**src/rtl/pe_incha_dual_sched_if.sv**
```systemverilog
// Handshake/bus bundle between the pixel source, PE, output buffer, downstream
// stage and the dual-output input-channel PE sequencer.
interface pe_incha_dual_sched_if #(
    parameter int OUT_CHANNEL = 17
);
    localparam int PAIRS = (OUT_CHANNEL + 1) / 2;
    localparam int AW    = (PAIRS > 1) ? $clog2(PAIRS) : 1;

    logic          i_valid;
    logic          o_ready;
    logic          o_pix_latch;
    logic          o_pe_issue;
    logic [AW-1:0] o_wgt_addr;
    logic          o_issue_last;
    logic          i_obuf_valid;
    logic          o_out_valid;
    logic          i_out_ready;
    logic          o_busy;
    logic          o_err;

    // Environment side: pixel source, output buffer and downstream stage.
    modport master (
        output i_valid, i_obuf_valid, i_out_ready,
        input  o_ready, o_pix_latch, o_pe_issue, o_wgt_addr, o_issue_last,
               o_out_valid, o_busy, o_err
    );

    // Sequencer side.
    modport slave (
        input  i_valid, i_obuf_valid, i_out_ready,
        output o_ready, o_pix_latch, o_pe_issue, o_wgt_addr, o_issue_last,
               o_out_valid, o_busy, o_err
    );
endinterface

```
**src/rtl/pe_incha_dual_sched.sv**
```systemverilog
// Sequencer for one dual-output input-channel PE and its output buffer.
// Per accepted pixel it issues one step per output-channel pair, waits for the
// PE pipeline/buffer to flush, then holds the output vector until accepted.
module pe_incha_dual_sched #(
    parameter int OUT_CHANNEL = 17,
    parameter int PE_LATENCY  = 2
) (
    input logic                     clk,
    input logic                     rst_n,
    pe_incha_dual_sched_if.slave    bus
);
    localparam int PAIRS = (OUT_CHANNEL + 1) / 2;
    localparam int AW    = (PAIRS > 1) ? $clog2(PAIRS) : 1;
    localparam int FW    = (PE_LATENCY > 0) ? $clog2(PE_LATENCY + 1) : 1;

    localparam logic [AW-1:0] LAST_PAIR  = AW'(PAIRS - 1);
    localparam logic [FW-1:0] LAST_FLUSH = FW'(PE_LATENCY);

    typedef enum logic [1:0] {
        IDLE,
        RUN,
        FLUSH,
        OUT
    } state_t;

    state_t        state, state_nxt;
    logic [AW-1:0] pair_cnt, pair_cnt_nxt;
    logic [FW-1:0] flush_cnt, flush_cnt_nxt;
    logic          err, err_nxt;

    logic          ready;
    logic          handshake;
    logic          pulse_due;

    // State, counter and sticky-error registers.
    always_ff @(posedge clk) begin
        if (!rst_n) begin
            state     <= IDLE;
            pair_cnt  <= '0;
            flush_cnt <= '0;
            err       <= 1'b0;
        end else begin
            state     <= state_nxt;
            pair_cnt  <= pair_cnt_nxt;
            flush_cnt <= flush_cnt_nxt;
            err       <= err_nxt;
        end
    end

    // Next-state, counters, error detection and state-decoded outputs.
    always_comb begin
        state_nxt     = state;
        pair_cnt_nxt  = pair_cnt;
        flush_cnt_nxt = flush_cnt;

        ready     = (state == IDLE) || ((state == OUT) && bus.i_out_ready);
        handshake = bus.i_valid && ready;
        pulse_due = (state == FLUSH) && (flush_cnt == LAST_FLUSH);

        // The buffer must complete exactly in the last flush cycle, never elsewhere.
        err_nxt = err || (bus.i_obuf_valid != pulse_due);

        unique case (state)
            IDLE: begin
                if (handshake) begin
                    pair_cnt_nxt = '0;
                    state_nxt    = RUN;
                end
            end
            RUN: begin
                if (pair_cnt == LAST_PAIR) begin
                    flush_cnt_nxt = '0;
                    state_nxt     = FLUSH;
                end else begin
                    pair_cnt_nxt = pair_cnt + 1'b1;
                end
            end
            FLUSH: begin
                if (flush_cnt == LAST_FLUSH) begin
                    state_nxt = OUT;
                end else begin
                    flush_cnt_nxt = flush_cnt + 1'b1;
                end
            end
            OUT: begin
                if (bus.i_out_ready) begin
                    if (bus.i_valid) begin
                        pair_cnt_nxt = '0;
                        state_nxt    = RUN;
                    end else begin
                        state_nxt = IDLE;
                    end
                end
            end
            default: state_nxt = IDLE;
        endcase

        bus.o_ready      = ready;
        bus.o_pix_latch  = handshake;
        bus.o_pe_issue   = (state == RUN);
        bus.o_wgt_addr   = (state == RUN) ? pair_cnt : '0;
        bus.o_issue_last = (state == RUN) && (pair_cnt == LAST_PAIR);
        bus.o_out_valid  = (state == OUT);
        bus.o_busy       = (state != IDLE);
        bus.o_err        = err;
    end
endmodule

```
**src/flat_wrapper.sv**
```systemverilog
// flat-port wrapper written by rule: the top's interface ports become plain ports
module pe_incha_dual_sched_flat 
#(
    parameter int OUT_CHANNEL = 17,
    parameter int PE_LATENCY  = 2
)
  (clk, rst_n, bus_i_valid, bus_i_obuf_valid, bus_i_out_ready, bus_o_ready, bus_o_pix_latch, bus_o_pe_issue, bus_o_wgt_addr, bus_o_issue_last, bus_o_out_valid, bus_o_busy, bus_o_err);
  pe_incha_dual_sched_if #(.OUT_CHANNEL(OUT_CHANNEL)) bus_i ();
  input logic clk;
  input logic rst_n;
  input wire logic [$bits(bus_i.i_valid)-1:0] bus_i_valid;
  input wire logic [$bits(bus_i.i_obuf_valid)-1:0] bus_i_obuf_valid;
  input wire logic [$bits(bus_i.i_out_ready)-1:0] bus_i_out_ready;
  output wire logic [$bits(bus_i.o_ready)-1:0] bus_o_ready;
  output wire logic [$bits(bus_i.o_pix_latch)-1:0] bus_o_pix_latch;
  output wire logic [$bits(bus_i.o_pe_issue)-1:0] bus_o_pe_issue;
  output wire logic [$bits(bus_i.o_wgt_addr)-1:0] bus_o_wgt_addr;
  output wire logic [$bits(bus_i.o_issue_last)-1:0] bus_o_issue_last;
  output wire logic [$bits(bus_i.o_out_valid)-1:0] bus_o_out_valid;
  output wire logic [$bits(bus_i.o_busy)-1:0] bus_o_busy;
  output wire logic [$bits(bus_i.o_err)-1:0] bus_o_err;
  assign bus_i.i_valid = bus_i_valid;
  assign bus_i.i_obuf_valid = bus_i_obuf_valid;
  assign bus_i.i_out_ready = bus_i_out_ready;
  assign bus_o_ready = bus_i.o_ready;
  assign bus_o_pix_latch = bus_i.o_pix_latch;
  assign bus_o_pe_issue = bus_i.o_pe_issue;
  assign bus_o_wgt_addr = bus_i.o_wgt_addr;
  assign bus_o_issue_last = bus_i.o_issue_last;
  assign bus_o_out_valid = bus_i.o_out_valid;
  assign bus_o_busy = bus_i.o_busy;
  assign bus_o_err = bus_i.o_err;
  pe_incha_dual_sched #(.OUT_CHANNEL(OUT_CHANNEL), .PE_LATENCY(PE_LATENCY)) u_core (.clk(clk), .rst_n(rst_n), .bus(bus_i));
endmodule
```
**config.mk**
```make
export PLATFORM = sky130hd
export DESIGN_NAME = pe_incha_dual_sched_flat
export DESIGN_NICKNAME = d
export VERILOG_FILES = /design/src/rtl/pe_incha_dual_sched_if.sv /design/src/rtl/pe_incha_dual_sched.sv /design/src/flat_wrapper.sv
export SDC_FILE = /design/constraint.sdc
export NUM_CORES = 1
export LEC_CHECK = 0
export BUFFER_PORTS_ARGS = -buffer_cell sky130_fd_sc_hd__buf_4
export CAP_MARGIN = 30
export CORE_MARGIN = 10
export CORE_UTILIZATION = 42
export CTS_CLUSTER_SIZE = 28
export DETAILED_ROUTE_END_ITERATION = 7
export PLACE_DENSITY = 0.65
export SLEW_MARGIN = 5
export SYNTH_ARGS = -nofsm -noshare
export SYNTH_HDL_FRONTEND = slang
export SYNTH_SLANG_ARGS = --single-unit
```
**constraint.sdc**
```tcl
create_clock -name clk -period 1.6 [get_ports clk]
set_input_delay 0.32 -clock clk [delete_from_list [all_inputs] [get_ports clk]]
set_output_delay 0.32 -clock clk [all_outputs]
set_load 0.1 [all_outputs]
```
==> results.json, run 1 <==
{
  "status": "complete, but fails checks",
  "violations": "negative setup slack",
  "routed_wl_um": 1931,
  "drt-initial-drc-count": 9,
  "placed_area_um2": 874.6,
  "diodes": 0,
  "port_buffers": 15,
  "max_stage_delay_ps": 380,
  "fmax_mhz": 580.3,
  "setup_viol_count_final": 4,
  "die_area_um2": 3474,
  "crit_slowest_cell": "dfxtp_4",
  "arrival_ps": 1400,
  "fin_crit_sh": 1.077,
  "path_max_fanout": 5,
  "die_y_um": 58.94,
  "synth_top_area_share": 0.2829,
  "grt_pass1_wl_um": 3042,
  "synth_area_leaders": "dfxtp_1 28%, ha_1 16%, mux2i_1 7.9%",
  "worstHoldStart": "bus_i_obuf_valid",
  "setup_slack_ps": -123.2,
  "grt_max_degree": 19,
  "start_util": 0.4661,
  "ys_types": 25,
  "core_um2": 1366,
  "drive_gt1_frac": 0.5351,
  "grt_pass1_vias": 661,
  "hpwl_um": 1134,
  "ir_drop_v": 0.001146,
  "die_x_um": 58.94,
  "ios": 16,
  "timing.critical_path.cells": "inv_4 -> ha_4 -> clkinvlp_4 -> nand2_8 -> and2_4 -> buf_12",
  "synth_flop_cell": "dfxtp_1",
  "synthTopCellsByCount": "13 x nand2_1, 9 x dfxtp_1, 9 x inv_1, 8 x ha_1, 6 x nand3_1",
  "viasPerCell": 5.264,
  "relSlewSlack": 0.8149,
  "yosysTopAreaCell": "dfxtp_1",
  "min_to": "u_core.bus.o_err",
  "synth-seq-cells": 9,
  "avgSynthCellArea_um2": 7.862,
  "reg2reg_slack_ps": 30,
  "cp_num_buf_inv": 3,
  "cp-end-kind": "output pin",
  "crit_type": "reg -> out",
  "vias": 679,
  "grt_overflow": 0,
  "r2r-start": "u_core.state[0]",
  "antenna_found_initial": 0,
  "cp-start-kind": "register",
  "period_minus_slack_ps": 1723,
  "clk-insertion-delay-late_ps": 260,
  "clk_path_buf_depth": 2,
  "p_leak_nw": 0.4587,
  "synthCells": 81,
  "cts_tree": "done",
  "reg2reg_depth": 7,
  "p_per_area_nw_per_um2": 1837,
  "clkTransAtPathRegs_ps": 60,
  "synth_area_um2": 636.9,
  "fin_skew_ps": 0.9724,
  "r2r_end": "u_core.pair_cnt[3]",
  "slew_viol_final": 0,
  "cts_root_buf": "clkbuf_4",
  "place_congestion": 0.7633,
  "nets": 128,
  "postCtsHoldBufs": 0,
  "hold_depth": 3,
  "ys_warn_count": 0,
  "critical_path_required_ps": 1280,
  "async_reset_ff_frac": 0,
  "max_slew.worst_pin.slew_ps": 280.0,
  "rsz0062_at_grt": "yes",
  "cts_buffers": 3,
  "synth_edf_count": 0,
  "fillers": 93,
  "syn2layout_area_growth_pct": 75.05,
  "dr.pass1.iters": 4,
  "pre_cts_ws_ps": 22.88,
  "fin_area_um2": 1115,
  "finalHoldViolCount": 0,
  "tns_ps": -317.7,
  "wire_per_inst_um": 14.97,
  "hold_class": "in -> reg",
  "path_delay_family": "buffers and inverters",
  "clock_sinks": 9,
  "cap_violations": 0,
  "ant_nets": 0,
  "ys_seq_area_frac": 0.2829,
  "synth_most_common_cell": "nand2_1",
  "rows": 13,
  "syn_nets": 94,
  "gr-usage-all-layers": 0.1097,
  "htreeDepth": 1,
  "drc": 0
}
[metrics by stage]
stage / utilization / power (mW) / hold WS, ps / cells
after floorplan: - / 1.287 / 438.1 / 81
after global placement: 0.6401 / 1.479 / 446.8 / 112
after detailed placement: 0.6401 / 1.484 / 457.6 / 112
after CTS: 0.7418 / 1.791 / 378.0 / 124
after global routing: 0.8159 / 2.157 / 402.3 / 129
final: 0.8159 / 2.048 / 384.7 / 129
[where the power goes]
| group | total, mW | internal (mW) | leakage, nW | switching (mW) |
|---|---|---|---|---|
| clock network | 0.177 | 0.0962 | 0.0150 | 0.0803 |
| logic | 1.54 | 0.628 | 0.369 | 0.917 |
| registers | 0.327 | 0.272 | 0.0751 | 0.0550 |
[cell usage in the layout (no fill, tap or decap), types with 2 or more instances in the layout]
master     n
nand2_1   10
nand2_2    2
nand3_1    5
ha_2       2
buf_8      2
dfxtp_1    6
ha_1       3
ha_4       3
buf_12     3
nand3b_1   2
buf_6      3
mux2i_1    5
o21ai_0    3
nor2_1     2
and2_4     5
clkbuf_4   3
buf_4     23
inv_4      2
dfxtp_4    2
inv_1      5
o211ai_1   2
[cell families (layout without fill, tap and decap cells)]
group	after synthesis	after routing	synth area share
AND/OR/NAND/NOR	34	34	0.2672
multiplexers	5	5	0.07859
AO/OA/AOI/OAI	12	12	0.1277
adder cells (fa/ha/maj)	8	8	0.1572
flip-flops	9	9	0.2829
XOR/XNOR	1	1	0.01375
buffers and inverters	12	45	0.07268
[worst register-to-register path, delay by kind of cell (launching register included)]
| kind | cells | cell delay [ps] |
|---|---|---|
| compound gates | 2 | 170 |
| fa+ha+maj | 1 | 210 |
| buf+inv | 2 | 190 |
| simple gates | 2 | 530 |
| flops | 1 | 410 |
[metal layers]
layer / vias up / GRT usage / wire length (um)
met5: - / 0 / 0
met4: 0 / 0.04918 / 8
met3: 2 / 0.04292 / 129
met2: 23 / 0.1682 / 921
met1: 313 / 0.1309 / 872
li1: 341 / - / -
[registers in the layout, summed over array words and instances, names as in the netlist]
signal and count:
u_core.flush_cnt 2, u_core.pair_cnt 4, u_core.bus.o_err 1, u_core.state 2
[worst max path at each step]
stage	end	slack, ps	depth (start not counted)	start
2_1_floorplan	bus_o_pix_latch	-510	5	u_core.state[1]
3_3_place_gp	u_core.pair_cnt[3]	50	6	u_core.state[0]
3_5_place_dp	u_core.pair_cnt[3]	20	6	u_core.state[0]
4_1_cts	bus_o_pix_latch	-100	6	u_core.state[0]
5_1_grt	bus_o_pix_latch	-160	6	u_core.state[0]
6_report	bus_o_pix_latch	-120	6	u_core.state[0]
[cell type report]
class	instances	area (um2)	share of cell area
Clock buffer	4	26.28	0.02357
Inverter	9	42.54	0.03816
Multi-Input combinational cell	60	536.8	0.4815
Sequential cell	9	188.9	0.1695
Tap cell	15	18.77	0.01684
Timing Repair Buffer	32	301.5	0.2705
[timing repair]
| action | CTS | global route |
|---|---|---|
| gates resized for setup | 17 | 12 |
| endpoints found under the setup margin | 8 | 10 |
| pin swaps | 5 | 4 |
| setup buffers | 8 | 5 |
Note: power is estimated with default switching activity, not from simulation.
==> inputs of run 2 (changes only) <==
Settings changed: GPL_TIMING_DRIVEN set to 0.
==> results.json, run 2 (synthesis results as in run 1) <==
{
  "syn2layout_area_growth_pct": 77.80,
  "timing.critical_path.cells": "inv_4 -> ha_4 -> clkinvlp_4 -> nand2_8 -> and2_4 -> buf_12",
  "die_x_um": 58.94,
  "reg.largest.list": "u_core.pair_cnt: 4 flops, u_core.flush_cnt: 2 flops, u_core.state: 2 flops",
  "rsz0062_at_grt": "yes",
  "crit_type": "reg -> out",
  "clk-insertion-delay-late_ps": 260,
  "critical_path_required_ps": 1280,
  "clk_path_buf_depth": 2,
  "fillers": 88,
  "placed_area_um2": 859.6,
  "grt_max_degree": 11,
  "worstHoldStart": "bus_i_obuf_valid",
  "routed_wl_um": 1705,
  "relSlewSlack": 0.6591,
  "multi_input_area_um2": 518.0,
  "wire_per_inst_um": 13.22,
  "finalHoldViolCount": 0,
  "cp-end-kind": "output pin",
  "met2_usage": 0.1471,
  "cp_num_buf_inv": 3,
  "hold_class": "in -> reg",
  "status": "complete, but fails checks",
  "seq_area_um2": 190.2,
  "r2r_end": "u_core.pair_cnt[3]",
  "drt-initial-drc-count": 10,
  "grt_pass1_wl_um": 2642,
  "p_per_area_nw_per_um2": 1721,
  "die_y_um": 58.94,
  "rows": 13,
  "cp-start-kind": "register",
  "layout_commonest_cell": "buf_4",
  "slew_viol_final": 0,
  "cts_buffers": 3,
  "reg2reg_depth": 6,
  "setup_slack_ps": -99.70,
  "path_max_fanout": 4,
  "viasPerCell": 5.163,
  "hold_depth": 3,
  "place_congestion": 0.7386,
  "clock_sinks": 9,
  "setup_viol_count_final": 8,
  "core_um2": 1366,
  "r2r-start": "u_core.state[0]",
  "fin_skew_ps": 10.51,
  "arrival_ps": 1380,
  "port_buffers": 14,
  "diodes": 0,
  "crit_slowest_cell": "dfxtp_4",
  "cap_violations": 0,
  "nets": 128,
  "whs_ps": 381.1,
  "cts_tree": "done",
  "layout_common_cells": "22 x buf_4, 10 x nand2_1, 6 x buf_12",
  "ant_nets": 0,
  "ios": 16,
  "die_area_um2": 3474,
  "cts_root_buf": "clkbuf_4",
  "vias": 666,
  "gr-usage-all-layers": 0.09337,
  "reg2reg_slack_ps": -10,
  "fin_util": 0.8288,
  "min_to": "u_core.bus.o_err",
  "max_stage_delay_ps": 380,
  "antenna_found_initial": 0,
  "violations": "negative setup slack",
  "hpwl_um": 1176,
  "drive_gt1_frac": 0.5175,
  "period_minus_slack_ps": 1700,
  "ir_drop_v": 0.001172,
  "htreeDepth": 1,
  "path_delay_family": "flip-flops",
  "fin_area_um2": 1132,
  "totalPowerFinal_mw": 1.949,
  "grt_pass1_vias": 616,
  "grt.busiest_layer": "met2",
  "fin_crit_sh": 1.062,
  "fmax_mhz": 588.3,
  "grt_overflow": 0,
  "largest_register_ffs": 4,
  "drc": 0,
  "clkTransAtPathRegs_ps": 70,
  "met1_usage": 0.1117,
  "dr.pass1.iters": 4,
  "start_util": 0.4661,
  "max_slew.worst_pin.slew_ps": 506.0,
  "p_leak_nw": 0.4693,
  "largest-register": "u_core.pair_cnt",
  "grtUsageMet3": 0.03863
}
-- run 2: how the worst max path moves through the flow --
stage / to / slack (ps) / cells past startpoint / start
floorplan: bus_o_pix_latch / -510 / 5 / u_core.state[1]
global placement: u_core.pair_cnt[3] / 7 / 6 / u_core.state[0]
detailed placement: u_core.pair_cnt[3] / 10 / 6 / u_core.state[0]
CTS: bus_o_pix_latch / -90 / 5 / u_core.state[0]
global route: bus_o_pix_latch / -140 / 6 / u_core.state[0]
finish: bus_o_pix_latch / -100 / 6 / u_core.state[0]
-- run 2: cell type report --
cell class | count | share of cell area
Tap cell | 15 | 0.01657
Inverter | 9 | 0.03978
Multi-Input combinational cell | 60 | 0.4575
Buffer | 3 | 0.02099
Sequential cell | 9 | 0.1680
Clock buffer | 4 | 0.02320
Timing Repair Buffer | 29 | 0.2740
-- run 2: per-stage QoR --
| stage | setup slack (ps) | std cells | TNS [ps] |
|---|---|---|---|
| 2_1_floorplan | -507.7 | 81 | -2878 |
| 3_3_place_gp | 6.983 | 110 | 0 |
| 3_5_place_dp | 11.69 | 110 | 0 |
| 4_1_cts | -90.20 | 120 | -520.3 |
| 5_1_grt | -142.2 | 129 | -823.0 |
| 6_report | -99.70 | 129 | -276.7 |
-- run 2: timing repair --
action	in CTS	in global routing
cloned	0	1
endpoints found under the setup margin	9	13
pin swaps	3	5
hold buffers	0	0
gates resized for setup	17	14
setup buffers	6	8
-- run 2: where the power goes --
part / internal, mW / switching (mW)
sequential: 0.272 / 0.0567
clock: 0.0960 / 0.0829
combinational: 0.578 / 0.863
total: 0.946 / 1.00
-- run 2: worst reg2reg max path, stage by stage, from the launching register on --
cell,delay (ps)
dfxtp_4,410
inv_4,60
ha_1,270
nor3_1,210
a31oi_1,110
or3_1,400
o211ai_1,80
-- run 2: metal layers --
| metal | routed length (um) | vias to the layer above |
|---|---|---|
| met1 | 729 | 305 |
| met5 | 0 | - |
| met3 | 161 | 2 |
| met2 | 801 | 22 |
| li1 | - | 337 |
| met4 | 12 | 0 |
